==> config.mk <==
export PLATFORM = sky130hd
export DESIGN_NAME = vram_scanout
export DESIGN_NICKNAME = d
export VERILOG_FILES = /design/src/rtl/vram_scanout.sv
export SDC_FILE = /design/constraint.sdc
export NUM_CORES = 1
export LEC_CHECK = 0
export ABC_AREA = 0
export ABC_CLOCK_PERIOD_IN_PS = 3600
export CELL_PAD_IN_SITES_DETAIL_PLACEMENT = 0
export CELL_PAD_IN_SITES_GLOBAL_PLACEMENT = 1
export CORE_MARGIN = 10
export CORE_UTILIZATION = 42
export CTS_CLUSTER_DIAMETER = 60
export DETAILED_ROUTE_END_ITERATION = 7
export PLACE_DENSITY_LB_ADDON = 0.1
export SYNTH_ARGS = -nofsm -noshare
export SYNTH_HDL_FRONTEND = slang
export SYNTH_SLANG_ARGS = --single-unit
==> constraint.sdc <==
create_clock -name clk -period 3.6 [get_ports clk]
set_clock_uncertainty 0.1 [all_clocks]
set_input_delay 0.36 -clock clk [delete_from_list [all_inputs] [get_ports clk]]
set_output_delay 0.36 -clock clk [all_outputs]
set_load 0.01 [all_outputs]
==> src/rtl/vram_scanout.sv <==
`timescale 1ns/1ps
// vram_scanout: VGA raster generator and scan-out reader for the pixel VRAM.
// Walks the 640x480 (parameterised) raster, issues one VRAM read address per
// pixel for the top-left IMG_W x IMG_H image, and converts the returned
// grayscale byte to RGB. Everything outside the image is black.
//
// Ports:
//   clk          pixel clock, one pixel per cycle
//   reset        asynchronous, active-high
//   gpu_address  VRAM read address (registered, BASE_ADDR outside the image)
//   vram_out     VRAM read data, one cycle after gpu_address
//   vga_hsync    active-low horizontal sync
//   vga_vsync    active-low vertical sync
//   vga_blank_n  high in the visible area
//   vga_r/g/b    pixel colour
//   frame_start  one-cycle pulse while outputs show pixel (0,0)
//
// Latency: counter position in cycle t -> address in t+1 -> data in t+2 ->
// all VGA outputs in t+3. Sync/blank/frame flags ride a matching pipeline.
module vram_scanout #(
  parameter int          H_ACTIVE  = 640,
  parameter int          H_FP      = 16,
  parameter int          H_SYNC    = 96,
  parameter int          H_BP      = 48,
  parameter int          V_ACTIVE  = 480,
  parameter int          V_FP      = 10,
  parameter int          V_SYNC    = 2,
  parameter int          V_BP      = 33,
  parameter int          IMG_W     = 256,
  parameter int          IMG_H     = 256,
  parameter logic [31:0] BASE_ADDR = 32'd0
) (
  input  logic        clk,
  input  logic        reset,
  output logic [31:0] gpu_address,
  input  logic [7:0]  vram_out,
  output logic        vga_hsync,
  output logic        vga_vsync,
  output logic        vga_blank_n,
  output logic [7:0]  vga_r,
  output logic [7:0]  vga_g,
  output logic [7:0]  vga_b,
  output logic        frame_start
);

  localparam int H_TOTAL = H_ACTIVE + H_FP + H_SYNC + H_BP;
  localparam int V_TOTAL = V_ACTIVE + V_FP + V_SYNC + V_BP;
  localparam int HW      = $clog2(H_TOTAL + 1);
  localparam int VW      = $clog2(V_TOTAL + 1);

  localparam logic [HW-1:0] H_LAST = HW'(H_TOTAL - 1);
  localparam logic [HW-1:0] H_VIS  = HW'(H_ACTIVE);
  localparam logic [HW-1:0] H_IMG  = HW'(IMG_W);
  localparam logic [HW-1:0] H_SS   = HW'(H_ACTIVE + H_FP);
  localparam logic [HW-1:0] H_SE   = HW'(H_ACTIVE + H_FP + H_SYNC);
  localparam logic [VW-1:0] V_LAST = VW'(V_TOTAL - 1);
  localparam logic [VW-1:0] V_VIS  = VW'(V_ACTIVE);
  localparam logic [VW-1:0] V_IMG  = VW'(IMG_H);
  localparam logic [VW-1:0] V_SS   = VW'(V_ACTIVE + V_FP);
  localparam logic [VW-1:0] V_SE   = VW'(V_ACTIVE + V_FP + V_SYNC);
  localparam logic [31:0]   ROW_INC = 32'(IMG_W);

  // Per-pixel attributes; hs/vs are "sync asserted" (active-high internally).
  typedef struct packed {
    logic vis;
    logic img;
    logic hs;
    logic vs;
    logic fs;
  } flags_t;

  logic [HW-1:0] h_q, h_d;
  logic [VW-1:0] v_q, v_d;
  logic [31:0]   row_base_q, row_base_d;
  logic [31:0]   addr_d;
  flags_t        f0;
  flags_t [1:0]  pipe_q;  // [0]: address stage, [1]: data stage

  // Stage 0: raster counters and row base (BASE_ADDR + v*IMG_W, no multiplier)
  always_comb begin
    h_d        = h_q + 1'b1;
    v_d        = v_q;
    row_base_d = row_base_q;
    if (h_q == H_LAST) begin
      h_d = '0;
      if (v_q == V_LAST) begin
        v_d        = '0;
        row_base_d = BASE_ADDR;
      end else begin
        v_d = v_q + 1'b1;
        if (v_q < V_IMG) row_base_d = row_base_q + ROW_INC;
      end
    end
  end

  always_comb begin
    f0     = '0;
    f0.vis = (h_q < H_VIS) && (v_q < V_VIS);
    f0.img = (h_q < H_IMG) && (v_q < V_IMG);
    f0.hs  = (h_q >= H_SS) && (h_q < H_SE);
    f0.vs  = (v_q >= V_SS) && (v_q < V_SE);
    f0.fs  = (h_q == '0) && (v_q == '0);
    addr_d = f0.img ? (row_base_q + 32'(h_q)) : BASE_ADDR;
  end

  always_ff @(posedge clk or posedge reset) begin
    if (reset) begin
      h_q         <= '0;
      v_q         <= '0;
      row_base_q  <= BASE_ADDR;
      gpu_address <= BASE_ADDR;
      pipe_q      <= '0;
    end else begin
      h_q         <= h_d;
      v_q         <= v_d;
      row_base_q  <= row_base_d;
      gpu_address <= addr_d;
      pipe_q      <= {pipe_q[0], f0};
    end
  end

  // Output stage: vram_out is valid now for the pixel in the data stage.
  always_ff @(posedge clk or posedge reset) begin
    if (reset) begin
      vga_hsync   <= 1'b1;
      vga_vsync   <= 1'b1;
      vga_blank_n <= 1'b0;
      vga_r       <= '0;
      vga_g       <= '0;
      vga_b       <= '0;
      frame_start <= 1'b0;
    end else begin
      vga_hsync   <= ~pipe_q[1].hs;
      vga_vsync   <= ~pipe_q[1].vs;
      vga_blank_n <= pipe_q[1].vis;
      vga_r       <= pipe_q[1].img ? vram_out : 8'd0;
      vga_g       <= pipe_q[1].img ? vram_out : 8'd0;
      vga_b       <= pipe_q[1].img ? vram_out : 8'd0;
      frame_start <= pipe_q[1].fs;
    end
  end

endmodule
==> results of run 1 <==
## per-layer routing
metal	global-route usage, %	part of all wire (%)	wire (µm)	vias to the layer above
li1	-	-	-	1687
met1	19.8	48	5450	1686
met2	21.5	44	4930	111
met3	3.91	7.3	825	6
met4	4.11	0.52	59	0
met5	0	0	0	-
## stage by stage
step                      total power, W  hold slack [ns]  setup WS [ns]  utilization (%)
after floorplan                  0.00117            0.231          0.581                -
after global placement           0.00120            0.232          0.781             49.1
after detailed placement         0.00120            0.235          0.710             49.1
after CTS                        0.00190            0.259          0.688             50.9
after global routing             0.00195            0.265          0.497             50.9
final                            0.00188            0.257          0.697             50.9
## placed cells by master, fill, tap and decap left out, types with 15 or more instances in the layout
master / netlist / layout
sky130_fd_sc_hd__a21oi_1: 28 / 28
sky130_fd_sc_hd__and2_1: 15 / 15
sky130_fd_sc_hd__clkdlybuf4s50_1: 0 / 69
sky130_fd_sc_hd__dfrtp_1: 96 / 96
sky130_fd_sc_hd__nand2_1: 20 / 20
sky130_fd_sc_hd__nand3_1: 16 / 16
sky130_fd_sc_hd__nand4_1: 18 / 18
sky130_fd_sc_hd__nor2_1: 33 / 33
sky130_fd_sc_hd__o21ai_0: 22 / 22
sky130_fd_sc_hd__or3_1: 19 / 19
sky130_fd_sc_hd__or4_1: 16 / 16
sky130_fd_sc_hd__xnor2_1: 16 / 16
## report_power, final
group	internal, W	switching [W]	total [W]
sequential	0.00110	0.00000307	0.00111
clock	0.000271	0.000426	0.000696
combinational	0.0000358	0.0000360	0.0000718
## sequential cells by signal, summed over array words and instances, names as in the netlist, 8 cells and up
| register | count |
|---|---|
| row_base_q | 24 |
| h_q | 10 |
| v_q | 10 |
| vga_b | 8 |
| gpu_address | 32 |
| pipe_q | 10 |
## layout make-up
type	instances	area (µm²)
clock buffers	9	124
inverters	10	40.0
repair buffers	78	771
multi-input cells	295	1860
flip-flops and latches	98	2450
well taps	140	175
clock inverters	7	68.8
fillers	1020	5300
## cells by family (layout without fill, tap and decap cells)
| group | after synthesis | in the layout | share of synthesized area (%) |
|---|---|---|---|
| simple gates | 183 | 183 | 22.9 |
| fa+ha+maj | 7 | 7 | 1.91 |
| buf+inv | 57 | 104 | 6.23 |
| xor+xnor | 23 | 23 | 4.38 |
| mux | 5 | 5 | 1.09 |
| flops | 98 | 98 | 53.4 |
| compound gates | 77 | 77 | 10.1 |
## critical path: stages, from the launching register on
cell and delay [ns]:
sky130_fd_sc_hd__dfrtp_1 0.47, sky130_fd_sc_hd__or3_1 0.56, sky130_fd_sc_hd__or3_1 0.69, sky130_fd_sc_hd__nor2_1 0.58, sky130_fd_sc_hd__buf_4 0.31, sky130_fd_sc_hd__a21oi_1 0.07
## worst min-delay path by stage
stage | depth (start not counted) | to | slack (ns)
floorplan | 0 | frame_start | 0.23
detailed placement | 0 | pipe_q[5] | 0.23
finish | 0 | pipe_q[8] | 0.26
global route | 0 | frame_start | 0.27
global placement | 0 | pipe_q[8] | 0.23
CTS | 0 | pipe_q[8] | 0.26
==> results.py, run 1 <==
metrics = {
    "final_layout": {
        "final_design_area_no_fill_um2": 5490,
        "areaGrowthSynthToFinish_pct": 19.4,
        "final_cells": 637,
        "layout.nets": 509,
        "layout_cells_sized_above_1_pct": 7.24,
        "insertedDiodeCount": 0,
    },
    "synth": {
        "async_reset_ff_share_pct": 100,
        "yosysSeqAreaShare_pct": 53.4,
        "post_synthesis_sequential_element_count": 98,
        "synth_area_um2": 4600,
        "netlist_top_cells_area": "sky130_fd_sc_hd__dfrtp_1 (52%), sky130_fd_sc_hd__a21oi_1 (3.0%), sky130_fd_sc_hd__xnor2_1 (3.0%), sky130_fd_sc_hd__nor2_1 (2.7%), sky130_fd_sc_hd__buf_4 (2.6%)",
        "synth_nets": 467,
        "netlist.area_leader.share_pct": 52.3,
        "yosys_warnings": 0,
        "synth.distinct_cells": 48,
        "number_of_cells_produced_by_synthesis": 450,
        "synth_area_leader_cell": "sky130_fd_sc_hd__dfrtp_1",
        "synth.avg_cell_area_um2": 10.2,
        "synth_edf_count": 0,
        "most_used_standard_cell_by_instance_count_after_synthesis": "sky130_fd_sc_hd__dfrtp_1",
        "post_synth_most_frequent_cells": "sky130_fd_sc_hd__dfrtp_1 (96), sky130_fd_sc_hd__nor2_1 (33), sky130_fd_sc_hd__a21oi_1 (28)",
        "synth_ff_type": "sky130_fd_sc_hd__dfrtp_1",
    },
    "detailed_routing": {
        "vias": 3490,
        "detail_route.vias_per_cell": 5.48,
        "finalWirelength_mm": 11.3,
        "ant_nets": 0,
        "detail_route.first_pass.iterations": 4,
        "drc_marker_count_from_the_first_detailed_route_iteration": 206,
        "post-route-drc-count": 0,
        "wl_per_cell_um": 17.7,
    },
    "floorplan": {
        "die_h_um": 125,
        "starting_density_pct": 42.6,
        "dieArea_um2": 15500,
        "floorplan.io_pins": 70,
        "die_width_um": 125,
        "coreArea_um2": 10800,
        "std_cell_rows": 38,
    },
    "placed_design": {
        "placed_cell_area_um2": 5300,
        "buffer_ports.inserted": 69,
        "dp_hpwl_mm": 7.96,
        "place_inst": 621,
        "finalWeightedCongestion": 0.840,
    },
    "clocking": {
        "clk_latency_ns": 0.37,
        "postCtsHoldBufs": 0,
        "cts_max_level": 3,
        "postCtsResizedCells": 0,
        "cts_made_buffers": 9,
        "post_cts_buffers": 0,
        "cts_tree": "done",
        "clock-sinks": 98,
        "clk_pin_slew_worst_paths_ns": 0.11,
        "ctsLongestPathBuffers": 2,
        "clock_tree.root_cell": "sky130_fd_sc_hd__clkbuf_8",
    },
    "setup_path": {
        "cp_data_required_time_ns": 3.74,
        "timing.rr.end": "row_base_q[23]",
        "timing.critical_path.to": "row_base_q[23]",
        "crit_path_start_kind": "flip-flop",
        "worstPathArrival_ns": 3.05,
        "ff2ff_setup_slack_ns": 0.70,
        "cp-end-kind": "flip-flop",
        "worstSetupStartpoint": "h_q[5]",
        "crit_type": "reg2reg",
        "timing.rr.start": "h_q[5]",
        "number_of_cell_instances_on_the_worst_register_to_register_path": 5,
        "timing.critical_path.fanout_max": 19,
    },
    "global_route": {
        "overall_track_demand_over_capacity_in_global_routing_pct": 14.3,
        "wire_length_of_the_first_global_routing_pass_mm": 18.6,
        "grt_antenna_before_repair": 0,
        "grt_start_max_net_pins": 57,
        "first_global_vias": 3427,
        "globalRoute.totalOverflow": 0,
    },
    "sta": {
        "timing.final.crit_period_ns": 2.90,
        "hold_viol": 0,
        "final-setup-viol-count": 0,
        "final_max_slew_viol_count": 0,
        "max_slew.worst_pin.slew_ns": 0.651,
        "rsz0062_at_grt": "false",
        "fin_crit_sh_pct": 80.6,
        "slew_headroom_pct": 56.2,
        "max_clock_freq_ghz": 0.345,
        "setup-tns-final_ns": 0,
    },
    "pwr": {
        "ir_drop_mv": 0.162,
        "power_leakage_nw": 2.22,
        "power_density_nw_per_um2": 342,
    },
    "min_path": {
        "hold_path_class": "reg2reg",
        "hold_path.startpoint": "pipe_q[3]",
    },
    "status": {
        "run_status": "finished, final reports clean",
    },
    "job": {
        "max_capacitance_violation_total": 0,
    },
}
Note: power is estimated with default switching activity, not from simulation.
==> inputs of run 2 (changes only) <==
--- a/config.mk
+++ b/config.mk
@@ -6,11 +6,11 @@
 export NUM_CORES = 1
 export LEC_CHECK = 0
 export ABC_AREA = 0
-export ABC_CLOCK_PERIOD_IN_PS = 3600
+export ABC_CLOCK_PERIOD_IN_PS = 2600
 export CELL_PAD_IN_SITES_DETAIL_PLACEMENT = 0
 export CELL_PAD_IN_SITES_GLOBAL_PLACEMENT = 1
 export CORE_MARGIN = 10
-export CORE_UTILIZATION = 42
+export CORE_UTILIZATION = 38
 export CTS_CLUSTER_DIAMETER = 60
 export DETAILED_ROUTE_END_ITERATION = 7
 export PLACE_DENSITY_LB_ADDON = 0.1
==> constraint.sdc (replaced) <==
create_clock -name clk -period 2.6 [get_ports clk]
set_clock_uncertainty 0.1 [all_clocks]
set_input_delay 0.26 -clock clk [delete_from_list [all_inputs] [get_ports clk]]
set_output_delay 0.26 -clock clk [all_outputs]
set_load 0.01 [all_outputs]
==> results.py, run 2 (synthesis results as in run 1) <==
metrics = {
    "global_route": {
        "globalRoute.totalOverflow": 0,
        "overall_track_demand_over_capacity_in_global_routing_pct": 14.5,
        "wire_length_of_the_first_global_routing_pass_mm": 19.2,
        "first_global_vias": 3561,
        "grt_antenna_before_repair": 0,
        "grt_start_max_net_pins": 43,
    },
    "floorplan": {
        "die_h_um": 130,
        "starting_density_pct": 38.6,
        "floorplan.io_pins": 70,
        "std_cell_rows": 40,
        "die_width_um": 130,
        "coreArea_um2": 11900,
        "dieArea_um2": 16900,
    },
    "sta": {
        "timing.final.crit_period_ns": 2.45,
        "max_slew.worst_pin.slew_ns": 0.680,
        "setup-tns-final_ns": 0,
        "rsz0062_at_grt": "false",
        "max_clock_freq_ghz": 0.408,
        "slew_headroom_pct": 54.6,
        "hold_viol": 0,
        "final_max_slew_viol_count": 0,
        "fin_hold_ws_ns": 0.251,
        "final-setup-viol-count": 0,
        "post-route-worst-setup-slack_ns": 0.149,
        "fin_crit_sh_pct": 94.3,
    },
    "detailed_routing": {
        "met1Wirelength_mm": 5.72,
        "met2_length_mm": 5.06,
        "highest_layer": "met4",
        "detail_route.vias_per_cell": 5.44,
        "post-route-drc-count": 0,
        "ant_nets": 0,
        "finalWirelength_mm": 11.7,
        "detail_route.first_pass.iterations": 4,
        "drc_marker_count_from_the_first_detailed_route_iteration": 162,
        "dr_wl_met3_um": 629,
        "vias": 3604,
        "wl_per_cell_um": 17.6,
    },
    "final_layout": {
        "layout_top_registers": "gpu_address (32), row_base_q (24)",
        "max_flop_register": "gpu_address",
        "final_cells": 662,
        "regArea_um2": 2450,
        "areaGrowthSynthToFinish_pct": 25.1,
        "layout_cells_sized_above_1_pct": 10.3,
        "n_fill_cell": 1155,
        "layout.nets": 527,
        "largest_reg_flops": 32,
        "mostFrequentLayoutCells": "sky130_fd_sc_hd__dfrtp_1 (96), sky130_fd_sc_hd__clkdlybuf4s50_1 (69), sky130_fd_sc_hd__nor2_1 (33)",
        "insertedDiodeCount": 0,
        "multiInputGateArea_um2": 1860,
        "layout.cells.most_common": "sky130_fd_sc_hd__dfrtp_1",
    },
    "job": {
        "max_capacitance_violation_total": 0,
    },
    "placed_design": {
        "buffer_ports.inserted": 69,
        "dp_hpwl_mm": 8.65,
        "finalWeightedCongestion": 0.823,
        "place_inst": 646,
        "place_ws_ns": 0.187,
    },
    "setup_path": {
        "crit_type": "reg2reg",
        "cp_data_required_time_ns": 2.78,
        "crit_path_start_kind": "flip-flop",
        "worstPathArrival_ns": 2.63,
        "library_cell_contributing_the_largest_single_delay_on_the_critical_path": "sky130_fd_sc_hd__or4_1",
        "crit_chain": "ha_1, or3b_1, or4_1, or4_1, a21oi_1",
        "cp.buffers_inverters": 0,
        "cp-end-kind": "flip-flop",
        "timing.critical_path.fanout_max": 8,
        "timing.critical_path.max_delay_family": "simple AND/OR/NAND/NOR gates",
        "crit_top_cell": "sky130_fd_sc_hd__or4_1",
        "cp_slowest_stage_delay_ns": 0.67,
    },
    "clocking": {
        "cts_made_buffers": 9,
        "clock_tree.root_cell": "sky130_fd_sc_hd__clkbuf_16",
        "cts_max_level": 3,
        "post_cts_buffers": 0,
        "clk_latency_ns": 0.35,
        "clk_pin_slew_worst_paths_ns": 0.07,
        "postCtsHoldBufs": 0,
        "clock-sinks": 98,
        "ctsLongestPathBuffers": 2,
        "postCtsResizedCells": 0,
        "cts_tree": "done",
    },
    "min_path": {
        "hold_path_class": "reg2reg",
    },
    "pwr": {
        "power_leakage_nw": 2.36,
        "power_density_nw_per_um2": 520,
        "ir_drop_mv": 0.229,
    },
    "status": {
        "run_status": "finished, final reports clean",
    },
}
run 2: cell types whose count changed in the layout (fill, tap and decap cells not counted):
cell and delta:
sky130_fd_sc_hd__clkbuf_8 -9, sky130_fd_sc_hd__buf_4 +17, sky130_fd_sc_hd__clkinv_8 -1, sky130_fd_sc_hd__inv_6 +1
sky130_fd_sc_hd__clkbuf_16 +9, sky130_fd_sc_hd__buf_12 +1, sky130_fd_sc_hd__clkbuf_1 +1, sky130_fd_sc_hd__bufinv_16 +1
sky130_fd_sc_hd__inv_8 -2, sky130_fd_sc_hd__inv_4 -1, sky130_fd_sc_hd__clkinv_4 +1
run 2: path summary, 6_finish.rpt:
kind,startpoint,endpoint,slack (ns),cells past startpoint
setup / recovery,row_base_q[8],row_base_q[26],0.15,5
hold reg to reg,pipe_q[3],pipe_q[8],0.25,0
min in group asynchronous,reset,vga_b[0],0.26,2
max in group asynchronous,reset,row_base_q[13],1.51,3
hold / removal,pipe_q[3],pipe_q[8],0.25,0
setup reg to reg,row_base_q[8],row_base_q[26],0.15,5
run 2: area by class of cell:
type	instances	share of cell area [%]
clock inverters	6	1.22
well taps	147	3.20
repair buffers	96	16.0
multi-input cells	295	32.3
flip-flops and latches	98	42.7
clock buffers	10	3.98
inverters	10	0.718
run 2: per-layer routing:
metal	vias to the layer above	track usage, %
met3	17	3.29
met2	93	21.4
met4	0	6.48
met1	1768	19.7
met5	-	0
li1	1726	-
run 2: power breakdown:
part           total (W)  switching [W]  leakage, nW  internal [W]
Combinational   0.000104      0.0000515        0.914     0.0000526
Sequential       0.00153     0.00000398         1.29       0.00153
Clock            0.00135       0.000594        0.148      0.000757
Total            0.00299       0.000649         2.36       0.00234
run 2: metrics by stage:
step                area, µm²  total power, W  util, %
detailed placement       5450         0.00167     45.8
global route             5750         0.00309     48.3
floorplan                4600         0.00162        -
CTS                      5750         0.00303     48.3
finish                   5750         0.00299     48.3
global placement         5450         0.00167     45.8
